===== src/rtl/seg_fade_pkg.sv =====
`default_nettype none
// ============================================================================
//  Module      : seg_fade_pkg
//  Description : Shared constants and types for the segment afterglow PWM
//                stage that sits between the snake core and the pads.
//  Revision    : 1.0 - initial release
// ============================================================================
package seg_fade_pkg;

  // Channel count and brightness resolution
  localparam int NSEG    = 8;
  localparam int LVL_W   = 4;
  localparam int LVL_MAX = (1 << LVL_W) - 1;

  // Segment bit positions, matching the uo_out bit order
  localparam int SEG_A  = 0;
  localparam int SEG_B  = 1;
  localparam int SEG_C  = 2;
  localparam int SEG_D  = 3;
  localparam int SEG_E  = 4;
  localparam int SEG_F  = 5;
  localparam int SEG_G  = 6;
  localparam int SEG_DP = 7;

  typedef logic [LVL_W-1:0] level_t;
  typedef logic [NSEG-1:0]  seg_vec_t;

  // One decay step that saturates at zero instead of wrapping to LVL_MAX
  function automatic level_t lvl_dec(input level_t lvl);
    if (lvl == '0) begin
      return '0;
    end
    return lvl - level_t'(1);
  endfunction

endpackage
`default_nettype wire


===== src/rtl/seg_fade_chan.sv =====
`default_nettype none
// ============================================================================
//  Module      : seg_fade_chan
//  Description : One segment channel: brightness level register with
//                lit-refresh / decay behaviour and a registered PWM compare.
//  Revision    : 1.0 - initial release
// ============================================================================
module seg_fade_chan
  import seg_fade_pkg::*;
(
  input  logic             clk,
  input  logic             rst_n,
  input  logic             lit,
  input  logic             fade_en,
  input  logic             decay_stb,
  input  logic [LVL_W-1:0] pwm_cnt,
  output logic             drive
);

  level_t level_q;
  level_t level_d;
  logic   drive_q;
  logic   drive_d;

  // Level priority: a lit segment always refreshes to full, even on a strobe;
  // with afterglow disabled an unlit segment goes dark at once; otherwise the
  // level steps down one notch per strobe and rests at zero.
  always_comb begin
    level_d = level_q;
    if (lit) begin
      level_d = level_t'(LVL_MAX);
    end else if (!fade_en) begin
      level_d = '0;
    end else if (decay_stb) begin
      level_d = lvl_dec(level_q);
    end
  end

  // PWM compare: level L is high for counts 0..L-1, giving L/LVL_MAX duty;
  // full level is steady high because pwm_cnt never reaches LVL_MAX.
  always_comb begin
    drive_d = (level_q > pwm_cnt);
  end

  // Level and pad-drive flops; reset clears any residual glow immediately
  always_ff @(posedge clk or negedge rst_n) begin
    if (!rst_n) begin
      level_q <= '0;
      drive_q <= 1'b0;
    end else begin
      level_q <= level_d;
      drive_q <= drive_d;
    end
  end

  assign drive = drive_q;

endmodule
`default_nettype wire


===== src/rtl/seg_fade_pwm.sv =====
`default_nettype none
// ============================================================================
//  Module      : seg_fade_pwm
//  Description : Segment afterglow stage. Registers the raw snake pattern,
//                runs the shared PWM counter and decay prescaler, and fans
//                out to one fading PWM channel per segment.
//  Revision    : 1.0 - initial release
// ============================================================================
module seg_fade_pwm
  import seg_fade_pkg::*;
#(
  parameter int DECAY_W = 16
) (
  input  logic            clk,
  input  logic            rst_n,
  input  logic [NSEG-1:0] seg_in,
  input  logic            fade_en,
  input  logic [1:0]      decay_sel,
  output logic [NSEG-1:0] seg_out,
  output logic            pwm_wrap
);

  // rst_n is released synchronously by the upstream reset tree, so the
  // asynchronous clear here only has to handle assertion.

  seg_vec_t            seg_q;
  level_t              pwm_cnt_q;
  level_t              pwm_cnt_d;
  logic                pwm_wrap_q;
  logic                pwm_wrap_d;
  logic [DECAY_W-1:0]  presc_q;
  logic [DECAY_W-1:0]  presc_d;
  logic [DECAY_W-1:0]  stb_mask;
  logic                decay_stb;

  // PWM counter runs 0..LVL_MAX-1 so the period is LVL_MAX cycles and the
  // full level compares high on every count.
  always_comb begin
    if (pwm_cnt_q == level_t'(LVL_MAX - 1)) begin
      pwm_cnt_d = '0;
    end else begin
      pwm_cnt_d = pwm_cnt_q + level_t'(1);
    end
    pwm_wrap_d = (pwm_cnt_q == level_t'(LVL_MAX - 1));
  end

  // Prescaler free-runs and wraps naturally at 2**DECAY_W
  always_comb begin
    presc_d = presc_q + DECAY_W'(1);
  end

  // Strobe mask selects the low DECAY_W-3+decay_sel prescaler bits; the
  // select is used live, so a change applies at the next evaluation.
  always_comb begin
    stb_mask = '0;
    for (int b = 0; b < DECAY_W; b++) begin
      stb_mask[b] = (b < (DECAY_W - 3 + int'(decay_sel)));
    end
  end

  // Strobe fires when every selected prescaler bit is one
  assign decay_stb = &(presc_q | ~stb_mask);

  // Stage 1 capture plus the shared timebase registers
  always_ff @(posedge clk or negedge rst_n) begin
    if (!rst_n) begin
      seg_q      <= '0;
      pwm_cnt_q  <= '0;
      pwm_wrap_q <= 1'b0;
      presc_q    <= '0;
    end else begin
      seg_q      <= seg_in;
      pwm_cnt_q  <= pwm_cnt_d;
      pwm_wrap_q <= pwm_wrap_d;
      presc_q    <= presc_d;
    end
  end

  assign pwm_wrap = pwm_wrap_q;

  // One identical channel per segment, dp included
  for (genvar gi = 0; gi < NSEG; gi++) begin : g_chan
    seg_fade_chan u_chan (
      .clk       (clk),
      .rst_n     (rst_n),
      .lit       (seg_q[gi]),
      .fade_en   (fade_en),
      .decay_stb (decay_stb),
      .pwm_cnt   (pwm_cnt_q),
      .drive     (seg_out[gi])
    );
  end

endmodule
`default_nettype wire


===== config.mk =====
export PLATFORM = sky130hd
export DESIGN_NAME = seg_fade_pwm
export DESIGN_NICKNAME = d
export VERILOG_FILES = /design/src/rtl/seg_fade_pkg.sv /design/src/rtl/seg_fade_chan.sv /design/src/rtl/seg_fade_pwm.sv
export SDC_FILE = /design/constraint.sdc
export NUM_CORES = 1
export LEC_CHECK = 0
export BUFFER_PORTS_ARGS = -buffer_cell sky130_fd_sc_hd__buf_2
export CORE_ASPECT_RATIO = 1.25
export CORE_UTILIZATION = 50
export CTS_CLUSTER_SIZE = 12
export DETAILED_ROUTE_END_ITERATION = 6
export PLACE_DENSITY = 0.7
export SYNTH_ARGS = -nofsm -noshare
export SYNTH_HDL_FRONTEND = slang
export SYNTH_SLANG_ARGS = --single-unit
export TNS_END_PERCENT = 50

===== constraint.sdc =====
create_clock -name clk -period 2 [get_ports clk]
set_input_delay 0.4 -clock clk [delete_from_list [all_inputs] [get_ports clk]]
set_output_delay 0.4 -clock clk [all_outputs]
set_load 0.05 [all_outputs]

==> results of run 1 <==
worst paths after layout:
path	startpoint	to	slack (ps)	cells after the start
worst max-delay path	presc_q[11]$_DFF_PN0_	g_chan[2].u_chan.level_q[3]$_DFFE_PN0P_	100	6
worst min-delay path	rst_n	g_chan[7].u_chan.level_q[2]$_DFFE_PN0P_	10	1
worst max register to register	presc_q[11]$_DFF_PN0_	g_chan[2].u_chan.level_q[3]$_DFFE_PN0P_	100	6
max in group asynchronous	rst_n	g_chan[6].u_chan.level_q[0]$_DFFE_PN0P_	1470	2
min in group clk	seg_in[3]	seg_q[3]$_DFF_PN0_	150	1
worst min register to register	presc_q[3]$_DFF_PN0_	presc_q[3]$_DFF_PN0_	470	1
sequential cells by signal, summed over array words and instances, names as in the netlist:
name and count:
presc_q 16, pwm_wrap 1, g_chan.u_chan.level_q 32, pwm_cnt_q 4, seg_q 8, g_chan.u_chan.drive 8
routing by layer:
metal | part of all wire | routed length, um | vias up | global-route usage
li1 | - | - | 1424 | -
met1 | 0.44 | 3480 | 1459 | 0.255
met2 | 0.51 | 4080 | 53 | 0.385
met3 | 0.034 | 267 | 10 | 0.0441
met4 | 0.017 | 132 | 0 | 0.0907
met5 | 0 | 0 | - | 0
repair_timing:
action / CTS / global route
gates resized for setup: 0 / 4
setup endpoints to repair: 0 / 6
buffers inserted: 0 / 2
hold buffers: 0 / 0
cells by family (layout without fill, tap and decap cells):
| group | after synthesis | after routing | synth area share |
|---|---|---|---|
| simple gates | 127 | 127 | 0.173 |
| buf+inv | 41 | 76 | 0.0496 |
| mux | 4 | 4 | 0.0105 |
| compound gates | 77 | 77 | 0.138 |
| xor+xnor | 14 | 14 | 0.0311 |
| flops | 69 | 69 | 0.439 |
| fa+ha+maj | 50 | 50 | 0.159 |
layout make-up:
type,instances,area share
Clock buffer,13,0.0401
Clock inverter,3,0.0146
Inverter,24,0.0202
Multi-Input combinational cell,272,0.454
Sequential cell,69,0.387
Tap cell,92,0.0258
Timing Repair Buffer,36,0.0580
power breakdown:
group	switching [mW]	leakage, nW	total [mW]	internal (mW)
Sequential	0.0781	0.795	1.54	1.46
Combinational	0.235	1.22	0.379	0.144
Clock	0.518	0.126	1.35	0.837
worst max-delay path, cell delays in order, from the launching register on:
cell     delay, ps
dfrtp_1        360
and4_4         240
nand2_1        100
or4_4          560
buf_6          170
nor4_4         160
mux2i_1        210
cells in the final DEF (no fill, tap or decap), drive strengths merged, types with 2 or more instances in the layout:
cell type  instances
dfrtp             69
ha                50
buf               36
nand2             34
nor2              30
inv               24
a21oi             22
nor3              18
o21ai             13
clkbuf            13
xnor2             10
a311o             10
nand2b             9
nor4               9
nor2b              8
a41oi              8
a211o              8
a31oi              5
xor2               4
or3                4
a221o              4
nand3              3
and2               3
nand4              3
o31ai              3
mux2i              3
bufinv             2
and4               2
stage by stage:
step,setup TNS (ps),std cells,setup slack (ps)
after global routing,-6.67,509,-6.67
after floorplan,0,382,85.0
after detailed placement,0,491,29.7
after CTS,0,507,8.14
final,0,509,104
after global placement,0,491,115
==> impl_metrics.yaml, run 1 <==
status:
  status: "completed"
grt:
  grt_pass1_wl_um: 13400
  gr-total-overflow: 0
  grt_usage: 0.218
  antenna_found_initial: 0
  grt_pass1_vias: 2920
  grt_max_degree: 31
power_and_ir_drop:
  p_leak_nw: 2.14
  vdd_drop_max_v: 0.000481
  power_density_nw_per_um2: 734
  p_total_mw: 3.28
detailed_routing:
  wire_per_inst_um: 15.6
  drc_errors: 0
  routed_wl_um: 7960
  via_per_inst: 5.79
  via_count: 2946
  dr.pass1.iters: 4
  ant_nets: 0
  first_iter_violations: 109
synthesis:
  synth_top_cell_by_area: "dfrtp_1"
  ys_ff_latch: 69
  synth_cell_type_count: 40
  synth.most_common_cell: "dfrtp_1"
  syn_area_per_cell_um2: 10.3
  synth_cells: 382
  async_flop_share: 1.00
  syn_area_um2: 3940
  syn_nets: 445
  synth_commonest_cells: "69 x dfrtp_1, 50 x ha_1, 34 x nand2_1"
  synthFlopType: "dfrtp_1"
  synthTopCellsByArea: "dfrtp_1 44%, ha_1 16%, nand2_1 3.2%"
  ys_seq_area_frac: 0.439
  yosys.area.top_type_share: 0.439
  synth_edf_count: 0
  yosys_warnings: 0
sta:
  hold_violations: 0
  timing.hold.ws_ps: 14.2
  max_slew.worst_pin.slew_ps: 605
  fin_crit_sh: 0.948
  setup_viol: 0
  fmax_mhz: 527
  min_period_ps: 1900
  slew_violations: 0
  slew_headroom: 0.597
  clock_skew_ps: 9.45
setup_path:
  crit_path_max_fanout: 9
  crit_type: "reg -> reg"
  required_ps: 2260
  worstSetupEndpointType: "flop"
  crit_path_start_kind: "flop"
  critPathArrivalTime_ps: 2160
clock_tree:
  worstSkewPairLatency_ps: 340
  ctsLongestPathBuffers: 2
  htree_num_levels: 3
  clock-sinks: 69
  path_clk_slew_ps: 70
  numCtsBuffers: 9
  cts_tree: "yes"
  cts_root_buf: "clkbuf_8"
finish:
  antenna_cells: 0
  nets: 475
  n_fill_cell: 623
  finalCoreUtilization: 0.596
  final_area_um2: 4460
  multi_input_comb_area_um2: 2030
  regArea_um2: 1730
  syn2layout_area_growth_pct: 13.3
  layout-drive-gt1-share: 0.146
floorplan:
  core_um2: 7490
  num_io_pins: 22
  num_rows: 35
  fp.dieW_um: 81.4
  die_h_um: 101
  start_util: 0.526
  die_area_um2: 8240
placed_design:
  portBuffers: 21
  place_congestion: 0.819
  dp_hpwl_um: 5540
  place_area_um2: 4190
run:
  drv_cap: 0
min_path:
  hold_path_class: "in -> async"
Power figures use the tool's default switching activity.
==> inputs of run 2 (changes only) <==
--- a/config.mk
+++ b/config.mk
@@ -7,10 +7,10 @@
 export LEC_CHECK = 0
 export BUFFER_PORTS_ARGS = -buffer_cell sky130_fd_sc_hd__buf_2
 export CORE_ASPECT_RATIO = 1.25
-export CORE_UTILIZATION = 50
+export CORE_UTILIZATION = 55
 export CTS_CLUSTER_SIZE = 12
 export DETAILED_ROUTE_END_ITERATION = 6
-export PLACE_DENSITY = 0.7
+export PLACE_DENSITY = 0.76
 export SYNTH_ARGS = -nofsm -noshare
 export SYNTH_HDL_FRONTEND = slang
 export SYNTH_SLANG_ARGS = --single-unit
==> impl_metrics.yaml, run 2 (same netlist as run 1, synthesis figures left out) <==
floorplan:
  die_h_um: 96.6
  core_um2: 6930
  fp.dieW_um: 77.7
  die_area_um2: 7500
  num_rows: 34
  num_io_pins: 22
  start_util: 0.568
sta:
  fin_crit_sh: 0.949
  clock_skew_ps: 10.8
  fmax_mhz: 527
  slew_violations: 0
  slew_headroom: 0.604
  setup_tns_ps: 0
  hold_violations: 0
  min_period_ps: 1900
  max_slew.worst_pin.slew_ps: 594
  setup_viol: 0
  worst_slack_ps: 102
finish:
  antenna_cells: 0
  largest_register_ffs: 32
  multi_input_comb_area_um2: 2030
  most-common-layout-cells: "69 x dfrtp_1, 50 x ha_1, 33 x nand2_1, 30 x nor2_1, 24 x inv_1"
  n_fill_cell: 563
  max_flop_register: "g_chan.u_chan.level_q"
  syn2layout_area_growth_pct: 10.7
  regArea_um2: 1730
  final_area_um2: 4360
  layout-drive-gt1-share: 0.131
  nets: 471
  top_regs: "g_chan.u_chan.level_q x32, presc_q x16"
  layout_commonest_cell: "dfrtp_1"
setup_path:
  critPathArrivalTime_ps: 2120
  required_ps: 2220
  worst-path-stages: 5
  path_buf_inv: 0
  crit_chain: "and4_1 -> nand2_2 -> or4_4 -> nand3b_4 -> a311o_1"
  crit_type: "reg -> reg"
  worstSetupEndpointType: "flop"
  cpMaxStageDelayCell: "or4_4"
  crit_path_start_kind: "flop"
  max_stage_delay_ps: 550
  crit_path_max_fanout: 3
  cpLargestDelayFamily: "simple AND/OR/NAND/NOR gates"
  r2r_cells: 5
grt:
  antenna_found_initial: 0
  grt_use_met1: 0.287
  grtUsageMet3: 0.0434
  grt_pass1_wl_um: 13800
  grt_max_degree: 70
  grt_pass1_vias: 3057
  gr-total-overflow: 0
  grt_busiest_layer: "met2"
  grtUsageMet2: 0.396
  grt_usage: 0.233
detailed_routing:
  routed_wl_um: 7660
  via_count: 2899
  dr.pass1.iters: 4
  wire_per_inst_um: 15.3
  via_per_inst: 5.79
  first_iter_violations: 179
  ant_nets: 0
  drc_errors: 0
placed_design:
  pre_cts_ws_ps: 36.7
  place_area_um2: 4170
  place_congestion: 0.804
  dp_hpwl_um: 5120
  portBuffers: 21
power_and_ir_drop:
  p_total_mw: 2.92
  power_density_nw_per_um2: 669
  p_leak_nw: 2.09
  vdd_drop_max_v: 0.000508
clock_tree:
  cts_root_buf: "clkbuf_8"
  path_clk_slew_ps: 70
  cts_tree: "yes"
  worstSkewPairLatency_ps: 340
  numCtsBuffers: 9
  clock-sinks: 69
  ctsLongestPathBuffers: 2
  htree_num_levels: 3
  hold_buffers: 0
status:
  status: "completed"
min_path:
  hold_path_class: "in -> async"
run:
  drv_cap: 0
==> run 2: cell type report <==
| type | instances | share of cell area |
|---|---|---|
| flip-flops and latches | 69 | 0.396 |
| well taps | 90 | 0.0258 |
| clock buffers | 12 | 0.0356 |
| repair buffers | 32 | 0.0545 |
| clock inverters | 2 | 0.00230 |
| inverters | 24 | 0.0207 |
| multi-input cells | 272 | 0.465 |
==> run 2: power by group <==
part / leakage (nW) / switching, mW / internal [mW] / total (mW)
logic: 1.21 / 0.233 / 0.143 / 0.376
clock network: 0.0881 / 0.500 / 0.501 / 1.00
registers: 0.795 / 0.0783 / 1.46 / 1.54
==> run 2: what timing repair did <==
item	CTS	global route
endpoints found under the setup margin	0	7
buffers inserted	0	1
resized for setup	0	5
==> run 2: worst paths after layout <==
check	from	to	slack [ps]
min in group clk	seg_in[0]	seg_q[0]$_DFF_PN0_	160
min reg2reg	presc_q[15]$_DFF_PN0_	presc_q[15]$_DFF_PN0_	480
min	rst_n	g_chan[7].u_chan.level_q[3]$_DFFE_PN0P_	60
max in group asynchronous	rst_n	g_chan[1].u_chan.level_q[2]$_DFFE_PN0P_	1620
max	presc_q[11]$_DFF_PN0_	g_chan[0].u_chan.level_q[3]$_DFFE_PN0P_	100
max reg2reg	presc_q[11]$_DFF_PN0_	g_chan[0].u_chan.level_q[3]$_DFFE_PN0P_	100
==> run 2: per-layer routing <==
| layer | share of wire | vias to the layer above | wire, um |
|---|---|---|---|
| li1 | - | 1415 | - |
| met1 | 0.45 | 1403 | 3420 |
| met2 | 0.50 | 68 | 3840 |
| met3 | 0.033 | 13 | 252 |
| met4 | 0.019 | 0 | 144 |
| met5 | 0 | - | 0 |
==> run 2: metrics by stage <==
| stage | cells | utilization | hold WS [ps] |
|---|---|---|---|
| 2_1_floorplan | 382 | - | 104 |
| 3_3_place_gp | 486 | 0.601 | 453 |
| 3_5_place_dp | 486 | 0.601 | 451 |
| 4_1_cts | 500 | 0.625 | 83.0 |
| 5_1_grt | 501 | 0.629 | 113 |
| 6_report | 501 | 0.629 | 55.9 |
